<file path="config.mk">
export PLATFORM = sky130hd
export DESIGN_NAME = mul_div_unit
export DESIGN_NICKNAME = d
export VERILOG_FILES = /design/src/rtl/mul_div_unit.sv
export SDC_FILE = /design/constraint.sdc
export NUM_CORES = 1
export LEC_CHECK = 0
export BUFFER_PORTS_ARGS = -buffer_cell sky130_fd_sc_hd__buf_4
export CELL_PAD_IN_SITES_DETAIL_PLACEMENT = 1
export CELL_PAD_IN_SITES_GLOBAL_PLACEMENT = 1
export CORE_ASPECT_RATIO = 0.75
export CORE_MARGIN = 1
export CORE_UTILIZATION = 30
export DETAILED_ROUTE_END_ITERATION = 16
export PLACE_DENSITY_LB_ADDON = 0.05
export SETUP_SLACK_MARGIN = 0.4
export SLEW_MARGIN = 30
export SYNTH_ARGS = -nofsm -noshare
export SYNTH_HDL_FRONTEND = slang
export SYNTH_SLANG_ARGS = --single-unit
</file>
<file path="constraint.sdc">
create_clock -name clk -period 8.7 [get_ports clk]
set_clock_uncertainty 0.2 [all_clocks]
set_input_delay 0 -clock clk [delete_from_list [all_inputs] [get_ports clk]]
set_output_delay 0 -clock clk [all_outputs]
set_load 0.05 [all_outputs]
</file>
<file path="src/rtl/mul_div_unit.sv">
// mul_div_unit: iterative RV32M multiply/divide for the execute stage.
//   Multiply: MSB-first shift-add over operand magnitudes into a 2*XLEN accumulator.
//   Divide:   restoring division over magnitudes, one quotient bit per cycle.
//   Both take XLEN CALC cycles. Divide-by-zero and signed overflow skip CALC entirely.
// Ports:
//   clk, rst_n          clock, synchronous active-low reset
//   start, funct3       M-op request and selector (MUL..REMU)
//   op1, op2, rd_addr   rs1/rs2 data and destination register from decode
//   flush               abort an in-flight op (branch/jump taken)
//   busy                stall request to PC/decode
//   done                one-cycle result-valid pulse
//   result, rd_addr_o   write-back data and register, held until the next done
//   rd_wen_o            register file write enable (mirrors done)
module mul_div_unit #(
  parameter int XLEN = 32
) (
  input  logic            clk,
  input  logic            rst_n,
  input  logic            start,
  input  logic [2:0]      funct3,
  input  logic [XLEN-1:0] op1,
  input  logic [XLEN-1:0] op2,
  input  logic [4:0]      rd_addr,
  input  logic            flush,
  output logic            busy,
  output logic            done,
  output logic [XLEN-1:0] result,
  output logic [4:0]      rd_addr_o,
  output logic            rd_wen_o
);
  localparam int CW = $clog2(XLEN);
  localparam logic [2:0] F_MUL = 3'b000, F_MULH = 3'b001, F_MULHSU = 3'b010;
  localparam logic [XLEN-1:0] ONES = '1;
  localparam logic [XLEN-1:0] SMIN = {1'b1, {(XLEN-1){1'b0}}};

  typedef enum logic [1:0] {IDLE, CALC, DONE} state_t;
  state_t state;

  logic [2:0]        f3;
  logic [4:0]        rd_q;
  logic              neg;     // negate the final product / quotient / remainder
  logic [XLEN-1:0]   a, b;    // a: multiplicand magnitude, b: multiplier or divisor magnitude
  logic [2*XLEN-1:0] acc;     // product, or {remainder, dividend->quotient}
  logic [CW-1:0]     cnt;

  // Operand conditioning at accept time
  logic            in_div, s1, s2, in_neg, fast;
  logic [XLEN-1:0] mag1, mag2, fast_res;

  always_comb begin
    in_div = funct3[2];
    if (in_div) begin
      s1 = ~funct3[0] & op1[XLEN-1];
      s2 = ~funct3[0] & op2[XLEN-1];
    end else begin
      s1 = ((funct3 == F_MULH) || (funct3 == F_MULHSU)) & op1[XLEN-1];
      s2 = (funct3 == F_MULH) & op2[XLEN-1];
    end
    // Remainder follows the dividend; everything else follows the sign XOR.
    in_neg = (in_div && funct3[1]) ? s1 : (s1 ^ s2);
    mag1 = s1 ? -op1 : op1;
    mag2 = s2 ? -op2 : op2;

    fast     = 1'b0;
    fast_res = '0;
    if (in_div && (op2 == '0)) begin
      fast     = 1'b1;
      fast_res = funct3[1] ? op1 : ONES;
    end else if (in_div && !funct3[0] && (op1 == SMIN) && (op2 == ONES)) begin
      fast     = 1'b1;
      fast_res = funct3[1] ? '0 : SMIN;
    end
  end

  // One iteration of the active algorithm, plus the result it would produce
  // if this is the last iteration.
  logic [2*XLEN-1:0] step_acc, prod;
  logic [XLEN:0]     diff;
  logic [XLEN-1:0]   fin, qr;

  always_comb begin
    diff = acc[2*XLEN-1:XLEN-1] - {1'b0, b};
    if (f3[2]) begin
      // Restoring step: keep the subtraction only when it did not borrow.
      if (!diff[XLEN]) step_acc = {diff[XLEN-1:0], acc[XLEN-2:0], 1'b1};
      else             step_acc = {acc[2*XLEN-2:0], 1'b0};
    end else begin
      step_acc = {acc[2*XLEN-2:0], 1'b0} + (b[XLEN-1] ? {{XLEN{1'b0}}, a} : '0);
    end

    prod = neg ? -step_acc : step_acc;
    qr   = f3[1] ? step_acc[2*XLEN-1:XLEN] : step_acc[XLEN-1:0];
    if (f3[2])             fin = neg ? -qr : qr;
    else if (f3 == F_MUL)  fin = prod[XLEN-1:0];
    else                   fin = prod[2*XLEN-1:XLEN];
  end

  always_ff @(posedge clk) begin
    if (!rst_n) begin
      state     <= IDLE;
      busy      <= 1'b0;
      done      <= 1'b0;
      rd_wen_o  <= 1'b0;
      result    <= '0;
      rd_addr_o <= '0;
      f3        <= '0;
      rd_q      <= '0;
      neg       <= 1'b0;
      a         <= '0;
      b         <= '0;
      acc       <= '0;
      cnt       <= '0;
    end else begin
      done     <= 1'b0;
      rd_wen_o <= 1'b0;
      case (state)
        IDLE: begin
          if (start && !flush) begin
            f3   <= funct3;
            rd_q <= rd_addr;
            neg  <= in_neg;
            a    <= mag1;
            b    <= mag2;
            acc  <= in_div ? {{XLEN{1'b0}}, mag1} : '0;
            cnt  <= '0;
            if (fast) begin
              state     <= DONE;
              done      <= 1'b1;
              rd_wen_o  <= 1'b1;
              result    <= fast_res;
              rd_addr_o <= rd_addr;
            end else begin
              state <= CALC;
              busy  <= 1'b1;
            end
          end
        end
        CALC: begin
          if (flush) begin
            state <= IDLE;
            busy  <= 1'b0;
          end else begin
            acc <= step_acc;
            if (!f3[2]) b <= {b[XLEN-2:0], 1'b0};
            cnt <= cnt + 1'b1;
            if (cnt == CW'(XLEN-1)) begin
              state     <= DONE;
              busy      <= 1'b0;
              done      <= 1'b1;
              rd_wen_o  <= 1'b1;
              result    <= fin;
              rd_addr_o <= rd_q;
            end
          end
        end
        DONE:    state <= IDLE;
        default: state <= IDLE;
      endcase
    end
  end
endmodule

</file>
# Yosys cells after proc, flatten, opt, wreduce, memory -nomap -nowiden
# Cells that the tools add are included.
# Widths: inputs -> output; s select.
[classes]
addsub = 7
mul = 0
n_div = 0
magnitude_cmp = 0
eq_ne = 13
shift = 0
n_mux = 55
n_bitwise = 6
n_reduce_logical = 19
[op_table]
columns = ["operator", "count"]
rows = [
  ["$mux 32", 19],
  ["$mux 64", 5],
  ["$pmux 32 s2", 2],
  ["$pmux 64 s2", 1],
  ["$neg 32->32", 3],
  ["$add 64x32->64", 1],
  ["$eq 32x32->1 const B", 2],
  ["$neg 64->64", 1],
  ["$sub 33x32->33", 1],
  ["$logic_not 32->1", 1],
  ["$mux 5", 6],
  ["$pmux 5 s2", 2],
  ["$mux 1", 13],
  ["$ne 2x2->1 const B", 6],
  ["$mux 2", 4],
  ["$reduce_and 4->1", 2],
  ["$logic_and 1x1->1", 6],
  ["$add 5x1->5 const B", 1],
  ["$eq 5x5->1 const B", 1],
  ["$reduce_and 5->1", 1],
  ["$and 1x1->1", 4],
  ["$pmux 1 s2", 2],
  ["$pmux 2 s2", 1],
  ["$reduce_and 2->1", 2],
  ["12 further kinds", 13],
]
[word_totals]
reg_bits = 183
latch_bits = 0
mem_bits_rw = 0
rom_bits = 0
output_inout_bits = 40
word_cells = 112
mem_count = 0

# Logic depth before layout (Yosys ltp)
# Gate-level depths: netlist of run 1.
[depth]
word_depth = 10
mapped_depth = 24

# Least setup slack after synthesis of run 1
# No wires, ideal clock.
[synth_timing]
kind = "register to register"
from = "reg acc[31]"
to = "reg result[28]"
setup_time_ns = 0.124
arrival_ns = 6.222
required_time_ns = 8.376
path_slack_ns = 2.154
stages_incl_launch_ff = 25
path_buffers = 2
path_cell_list = "dfxtp_1 clkbuf_1 inv_1 ha_1 fa_1 nand2b_1 a2111oi_4 nor2_1 o41a_1 nor3_2 nor4_2 a31oi_1 ha_1 and3_1 buf_1 nand3_1 or3_1 or3_1 nor4_1 nand2_1 nor2_2 a311oi_1 a41o_1 a221oi_1 a21oi_1"
[synth_via]
elab_chain_cells = 10
[synth_lines]
columns = ["item", "line", "source"]
rows = [
  ["start: declaration", "43", "logic [2*XLEN-1:0] acc;"],
  ["start signal: assignment", "124", "acc <= in_div ? {{XLEN{1'b0}}, mag1} : '0;"],
  ["start signal: assignment", "143", "acc <= step_acc;"],
  ["$sub 33x32->33", "82", "diff = acc[2*XLEN-1:XLEN-1] - {1'b0, b};"],
  ["$mux 64", "85", "if (!diff[XLEN]) step_acc = {diff[XLEN-1:0], acc[XLEN-2:0], 1'b1};"],
  ["$mux 64 *", "83", "if (f3[2]) begin"],
  ["$neg 64->64 / $mux 32 (equally long branches)", "91, 92", ""],
  ["$mux 64 / $neg 32->32 (equally long branches)", "91, 93", ""],
  ["$mux 32 (on tied branches)", "94, 93", ""],
  ["$mux 32 *", "93", "if (f3[2]) fin = neg ? -qr : qr;"],
  ["$mux 32 *", "146", "if (cnt == CW'(XLEN-1)) begin"],
  ["$mux 32 *", "139", "if (flush) begin"],
  ["$pmux 32 s2 *", "116", "case (state)"],
  ["end signal: assignment", "130", "result <= fast_res;"],
  ["end signal: assignment", "151", "result <= fin;"],
  ["end: declaration", "27", "output logic [XLEN-1:0] result,"],
]
# Every way passes the cells marked *; elsewhere a longest branch is shown, timed or not. The select of a mux whose other input is x is not followed.
# A chain may end at the register's enable or synchronous reset.

# Worst setup path in the final report of run 1
[layout_timing]
from = "reg acc[31]"
to = "reg result[26]"
# Same word-level chain as after synthesis.

==> impl_metrics.json, run 1 <==
{
  "run_status": "finished, final reports clean",
  "post_cts_resize_count": 0,
  "synth_enable_flop_cells": 0,
  "num-nets-final": 3102,
  "clkTransAtPathRegs_ns": 0.08,
  "fmax_ghz": 0.1268,
  "final_max_slew_viol_count": 0,
  "setup_tns_ns": 0,
  "place_congestion": 1.003,
  "placementRows": 81,
  "synth-adder-area-share_pct": 4.555,
  "final.min_clock_period_ns": 7.885,
  "post_synth_most_frequent_cells": "308 x sky130_fd_sc_hd__nand2_1, 248 x sky130_fd_sc_hd__nor2_1, 229 x sky130_fd_sc_hd__a21oi_1, 191 x sky130_fd_sc_hd__o21ai_0, 183 x sky130_fd_sc_hd__dfxtp_1",
  "placement.cell_area_um2": 21910,
  "die_w_um": 300.9,
  "cell_taking_the_most_area_after_synthesis": "sky130_fd_sc_hd__dfxtp_1",
  "stdcell_area_um2": 23550,
  "period_share_pct": 90.63,
  "cts_tree": "done",
  "grt_start_max_net_pins": 76,
  "critical_path.endpoint_type": "register",
  "final_util_pct": 35.80,
  "synth_area_um2": 20110,
  "cts_inserted_buffers": 17,
  "dp_slack_ns": 1.173,
  "io_pins": 116,
  "grt-ovfl-total": 0,
  "post-synth-top-count-cell": "sky130_fd_sc_hd__nand2_1",
  "grt_antenna_before_repair": 2,
  "relSlewSlack_pct": 31.92,
  "dp.cells": 3706,
  "synth_top_area_share_pct": 18.22,
  "detail_route.iter0.violations": 2784,
  "final_cell_count_no_fill": 3838,
  "drv.max_cap_violation_count": 0,
  "clock_path_buffers": 2,
  "synth.top_cells.by_area": "sky130_fd_sc_hd__dfxtp_1 18%, sky130_fd_sc_hd__nand2_1 5.7%, sky130_fd_sc_hd__a21oi_1 5.7%",
  "power.total_mw": 3.158,
  "htreeDepth": 4,
  "grt_pass1_wl_um": 168000,
  "gate_count_post_synth": 2845,
  "placeableCoreArea_um2": 65770,
  "post_synth_mux_area_share_pct": 3.217,
  "finalWirelength_um": 116700,
  "p_per_area_nw_per_um2": 134.1,
  "ir_drop_mv": 0.1424,
  "clkLatencyLatePin_ns": 0.52,
  "postSynthAreaPerCell_um2": 7.067,
  "startpoint_kind_of_the_worst_setup_timing_path": "register",
  "critical_path_class": "register to register",
  "holdWs_ns": 0.04387,
  "vias_per_cell": 6.367,
  "synth.yosys.warnings": 0,
  "cp_data_arrival_time_ns": 8.05,
  "post_synth_xor_area_fraction_pct": 6.839,
  "drcViolationCount": 0,
  "routed_wire_length_per_instance_um": 30.41,
  "finalHoldViolCount": 0,
  "hold_path.class": "primary input to register",
  "die_h_um": 226.2,
  "critical_path.max_fanout": 14,
  "firstDrtPassIters": 7,
  "floorplan.die_area_um2": 68070,
  "ys_ff_latch": 183,
  "route.vias.total": 24440,
  "synth_top_family_by_area": "compound AO/OA/AOI/OAI gates",
  "rsz0062_at_grt": "no",
  "synthArstFlopShare_pct": 0,
  "finalSetupViolCount": 0,
  "synth-compound-area-share_pct": 34.02,
  "p_leak_nw": 9.197,
  "synthToLayoutAreaGrowth_pct": 17.10,
  "grtUsageTotal_pct": 33.77,
  "start_util_pct": 30.57,
  "synth.yosys.seq_area_share_pct": 18.22,
  "synth_ff_type": "sky130_fd_sc_hd__dfxtp_1",
  "clock_tree.root_cell": "sky130_fd_sc_hd__clkbuf_16",
  "grt_pass1_vias": 23370,
  "final_layout_size_suffix_gt1_share_pct": 10.68,
  "timing_worst_slew_pin_value_ns": 1.014,
  "port_buffers": 115,
  "insertedDiodeCount": 0,
  "cts_num_sinks": 183,
  "post-route-worst-setup-slack_ns": 0.8154,
  "hpwl_um": 90310,
  "ant_nets": 0,
  "syn_nets": 2993,
  "critPathRequiredTime_ns": 8.86,
  "yosys.cell_types.count": 111,
  "synth_simple_gate_area_share_pct": 27.92
}
## placed cells by master (no fill, tap or decap), drive strengths merged, types with 12 or more instances in the layout
cell and n:
xor2 71, nand3 74, nor2 249, nor2b 73, nor3b 29, and3 23, o21ai 205, a21boi 21
nor4 48, inv 81, xnor2 86, a21oi 232, o2111ai 12, nand4 53, buf 189, o311ai 15
mux2i 47, and2 69, mux2 13, clkbuf 17, o211ai 58, or3 27, dfxtp 183, a221oi 19
dlygate4sd3 100, o221ai 28, a211oi 55, o211a 67, nor3 74, o21a 21, a22oi 29, nand2b 25
or2 16, a41oi 13, ha 70, nand2 310, a2111oi 12, a31oi 47, a21o 23, o31ai 29
## where the power goes
part	switching (mW)	leakage, nW	internal [mW]
clock	0.473	0.304	0.418
combinational	0.907	7.40	0.427
sequential	0.0538	1.49	0.880
total	1.43	9.20	1.72
## registers in the layout (all words and copies together) (netlist names), 2 cells and up
name,cells
cnt,5
acc,64
result,32
a,32
rd_q,5
b,32
rd_addr_o,5
f3,3
state,2
## metal layers
metal,track usage [%],routed length [um],vias to the layer above
met4,8.449,2594,0
met5,0,0,-
met3,9.370,12330,132
met2,45.49,45330,1128
met1,51.17,56460,12320
li1,-,-,10860
## layout make-up
type / instances / area (um^2)
Timing Repair Buffer: 289 / 2420
Fill cell: 8119 / 42230
Sequential cell: 183 / 3670
Multi-Input combinational cell: 2390 / 15470
Clock inverter: 15 / 195.2
Clock buffer: 17 / 425.4
Inverter: 73 / 274.0
Tap cell: 871 / 1090
## worst paths after layout
| kind | from | endpoint | slack, ns | depth (start not counted) |
|---|---|---|---|---|
| worst max-delay path | acc[31] | result[26] | 0.82 | 24 |
| worst min-delay path | op2[9] | b[9] | 0.04 | 5 |
| worst max register to register | acc[31] | result[26] | 0.82 | 24 |
| worst min register to register | rd_q[1] | rd_q[1] | 0.27 | 2 |
## timing repair
| action | CTS | global route |
|---|---|---|
| setup buffers | 0 | 0 |
| hold buffers | 100 | 0 |
| hold endpoints to repair | 133 | 0 |
## worst max-delay path, stage by stage (launching register included)
cell and delay, ns:
sky130_fd_sc_hd__dfxtp_1 0.51, sky130_fd_sc_hd__inv_1 0.26, sky130_fd_sc_hd__ha_1 0.29, sky130_fd_sc_hd__fa_1 0.41, sky130_fd_sc_hd__nand2b_1 0.24, sky130_fd_sc_hd__a2111oi_4 0.40
sky130_fd_sc_hd__nor2_1 0.16, sky130_fd_sc_hd__o41a_1 0.43, sky130_fd_sc_hd__nor3_2 0.18, sky130_fd_sc_hd__buf_4 0.23, sky130_fd_sc_hd__nor4_2 0.07, sky130_fd_sc_hd__buf_4 0.23
sky130_fd_sc_hd__a31oi_1 0.66, sky130_fd_sc_hd__ha_1 0.34, sky130_fd_sc_hd__and3_1 0.28, sky130_fd_sc_hd__nand3_1 0.16, sky130_fd_sc_hd__or3_1 0.44, sky130_fd_sc_hd__nor4_1 0.34
sky130_fd_sc_hd__nand3_1 0.26, sky130_fd_sc_hd__nor4_1 0.46, sky130_fd_sc_hd__nand2b_1 0.29, sky130_fd_sc_hd__o31ai_1 0.46, sky130_fd_sc_hd__xnor2_1 0.13, sky130_fd_sc_hd__o211ai_1 0.19
sky130_fd_sc_hd__a31oi_1 0.11
## logic make-up after synthesis
logic type | count (synthesis)
fa+ha+maj | 72
simple gates | 1114
compound gates | 986
buf+inv | 272
xor+xnor | 157
flops | 183
mux | 61
Power figures use the tool's default switching activity.
==> run 2, diff against run 1 <==
Settings changed: CORE_UTILIZATION 30 to 40, REMOVE_ABC_BUFFERS set to 1.
==> run 2 against run 1 <==
Routed wire length decreased by 5.3%; power decreased by 0.67%; count of clock-buffer cells in the layout unchanged; non-clock buffer count decreased by 12; final cell count decreased by 6.1%; critical endpoint is now result[28].
==> impl_metrics.json, run 2 (same netlist as run 1, synthesis figures left out) <==
{
  "run_status": "finished, final reports clean",
  "post-route-worst-setup-slack_ns": 0.9683,
  "startpoint_kind_of_the_worst_setup_timing_path": "register",
  "hold_path.class": "primary input to register",
  "placementRows": 70,
  "cts_inserted_buffers": 17,
  "grt_start_max_net_pins": 79,
  "final_max_slew_viol_count": 0,
  "start_util_pct": 40.92,
  "die_h_um": 196.2,
  "hpwl_um": 83150,
  "mostFrequentLayoutCells": "307 x sky130_fd_sc_hd__nand2_1, 245 x sky130_fd_sc_hd__nor2_1, 227 x sky130_fd_sc_hd__a21oi_1",
  "drcViolationCount": 0,
  "grtUsageTotal_pct": 42.54,
  "relSlewSlack_pct": 24.24,
  "floorplan.die_area_um2": 51180,
  "placeableCoreArea_um2": 49130,
  "largest_register_ff_count": 64,
  "setup_tns_ns": 0,
  "finalWirelength_um": 110500,
  "critPathRequiredTime_ns": 8.88,
  "timing.critical_path.buf_inv": 4,
  "routed_wire_length_per_instance_um": 30.67,
  "grt_pass1_vias": 23890,
  "final.min_clock_period_ns": 7.732,
  "cpPeakStageDelay_ns": 0.62,
  "clkTransAtPathRegs_ns": 0.08,
  "clock_tree.root_cell": "sky130_fd_sc_hd__clkbuf_16",
  "layout.filler_cells": 6188,
  "firstDrtPassIters": 6,
  "num-nets-final": 3090,
  "final_util_pct": 47.12,
  "detail_route.iter0.violations": 3334,
  "synthToLayoutAreaGrowth_pct": 15.15,
  "htreeDepth": 4,
  "final_common_cell": "sky130_fd_sc_hd__nand2_1",
  "timing.critical_path.mode_cell": "sky130_fd_sc_hd__buf_4",
  "cts_tree": "done",
  "cts.repair_timing.setup_buffer_count": 0,
  "grt_antenna_before_repair": 3,
  "cp_data_arrival_time_ns": 7.91,
  "die_w_um": 260.9,
  "clock_path_buffers": 2,
  "timing_worst_slew_pin_value_ns": 1.125,
  "vias_per_cell": 6.951,
  "holdWs_ns": 0.1806,
  "cp_slowest_cell": "sky130_fd_sc_hd__nor2_2",
  "dp_slack_ns": 1.186,
  "finalHoldViolCount": 0,
  "critical_path.endpoint_type": "register",
  "fmax_ghz": 0.1293,
  "rsz0062_at_grt": "no",
  "ir_drop_mv": 0.1155,
  "p_leak_nw": 9.110,
  "grt_pass1_wl_um": 162200,
  "critical_path.max_fanout": 14,
  "p_per_area_nw_per_um2": 135.5,
  "clkLatencyLatePin_ns": 0.50,
  "drv.max_cap_violation_count": 0,
  "insertedDiodeCount": 0,
  "critical_path_class": "register to register",
  "path_delay_family": "simple AND/OR/NAND/NOR gates",
  "final_layout_size_suffix_gt1_share_pct": 10.86,
  "io_pins": 116,
  "registers.top_by_ff_count": "acc",
  "cts_num_sinks": 183,
  "route.vias.total": 25050,
  "post_cts_resize_count": 0,
  "place_congestion": 1.089,
  "finalSetupViolCount": 0,
  "ant_nets": 0,
  "period_share_pct": 88.87,
  "port_buffers": 115,
  "grt-ovfl-total": 0
}
## run 2: cell count changes in the layout (fill, tap and decap cells not counted), moves of 2 or more
cell	before	now
sky130_fd_sc_hd__dlygate4sd3_1	100	88
sky130_fd_sc_hd__inv_8	5	1
sky130_fd_sc_hd__a2111oi_0	5	7
sky130_fd_sc_hd__a2111oi_1	4	2
sky130_fd_sc_hd__clkinv_2	0	2
sky130_fd_sc_hd__clkinv_8	4	2
sky130_fd_sc_hd__inv_6	4	6
## run 2: timing repair
action / in CTS / in global routing
setup endpoints to repair: 0 / 0
hold buffers: 88 / 0
endpoints found under the hold margin: 141 / 0
## run 2: where the power goes
group | internal [mW] | switching (mW) | total, mW
clock network | 0.437 | 0.458 | 0.894
registers | 0.880 | 0.0521 | 0.932
logic | 0.425 | 0.886 | 1.31
## run 2: worst paths after layout
check                     to  depth (start not counted)  slack (ns)       from
setup / recovery  result[28]                         25        0.97    acc[31]
hold / removal         f3[1]                          4        0.18  funct3[1]
setup reg to reg  result[28]                         25        0.97    acc[31]
hold reg to reg      rd_q[1]                          2        0.28    rd_q[1]
## run 2: through the flow
stage / total power [mW] / cells / cell area [um^2]
2_1_floorplan: 1.651 / 2646 / 19330
3_3_place_gp: 2.133 / 3483 / 21620
3_5_place_dp: 2.154 / 3483 / 21640
4_1_cts: 3.066 / 3603 / 23130
5_1_grt: 3.225 / 3603 / 23150
6_report: 3.137 / 3603 / 23150
## run 2: worst reg2reg max path: stages, from the launching register on
cell and delay [ns]:
sky130_fd_sc_hd__dfxtp_1 0.50, sky130_fd_sc_hd__inv_1 0.19, sky130_fd_sc_hd__ha_1 0.25, sky130_fd_sc_hd__fa_1 0.41
sky130_fd_sc_hd__nand2b_1 0.24, sky130_fd_sc_hd__a2111oi_4 0.52, sky130_fd_sc_hd__nor2_1 0.19, sky130_fd_sc_hd__o41a_1 0.45
sky130_fd_sc_hd__nor3_2 0.18, sky130_fd_sc_hd__buf_4 0.23, sky130_fd_sc_hd__nor4_2 0.07, sky130_fd_sc_hd__buf_4 0.23
sky130_fd_sc_hd__a31oi_1 0.57, sky130_fd_sc_hd__ha_1 0.31, sky130_fd_sc_hd__and3_1 0.27, sky130_fd_sc_hd__nand3_1 0.10
sky130_fd_sc_hd__or3_1 0.34, sky130_fd_sc_hd__or3_1 0.38, sky130_fd_sc_hd__nor4_1 0.19, sky130_fd_sc_hd__buf_4 0.19
sky130_fd_sc_hd__nand2_1 0.13, sky130_fd_sc_hd__nor2_2 0.62, sky130_fd_sc_hd__a311oi_1 0.19, sky130_fd_sc_hd__a41o_1 0.25
sky130_fd_sc_hd__a221oi_1 0.30, sky130_fd_sc_hd__a21oi_1 0.11
## run 2: metal layers
| metal | share of wire [%] | up-vias | track usage, % |
|---|---|---|---|
| li1 | - | 10830 | - |
| met3 | 13 | 195 | 13.33 |
| met5 | 0.12 | - | 1.724 |
| met2 | 40 | 1496 | 59.56 |
| met1 | 44 | 12520 | 61.57 |
| met4 | 2.6 | 4 | 10.96 |
## run 2: final cells by class
type,count,area (um^2),area share [%]
Clock inverter,15,183.9,0.7944
Sequential cell,183,3671,15.86
Multi-Input combinational cell,2390,15480,66.84
Timing Repair Buffer,277,2312,9.986
Clock buffer,17,425.4,1.837
Tap cell,648,810.8,3.502
Inverter,73,274.0,1.183
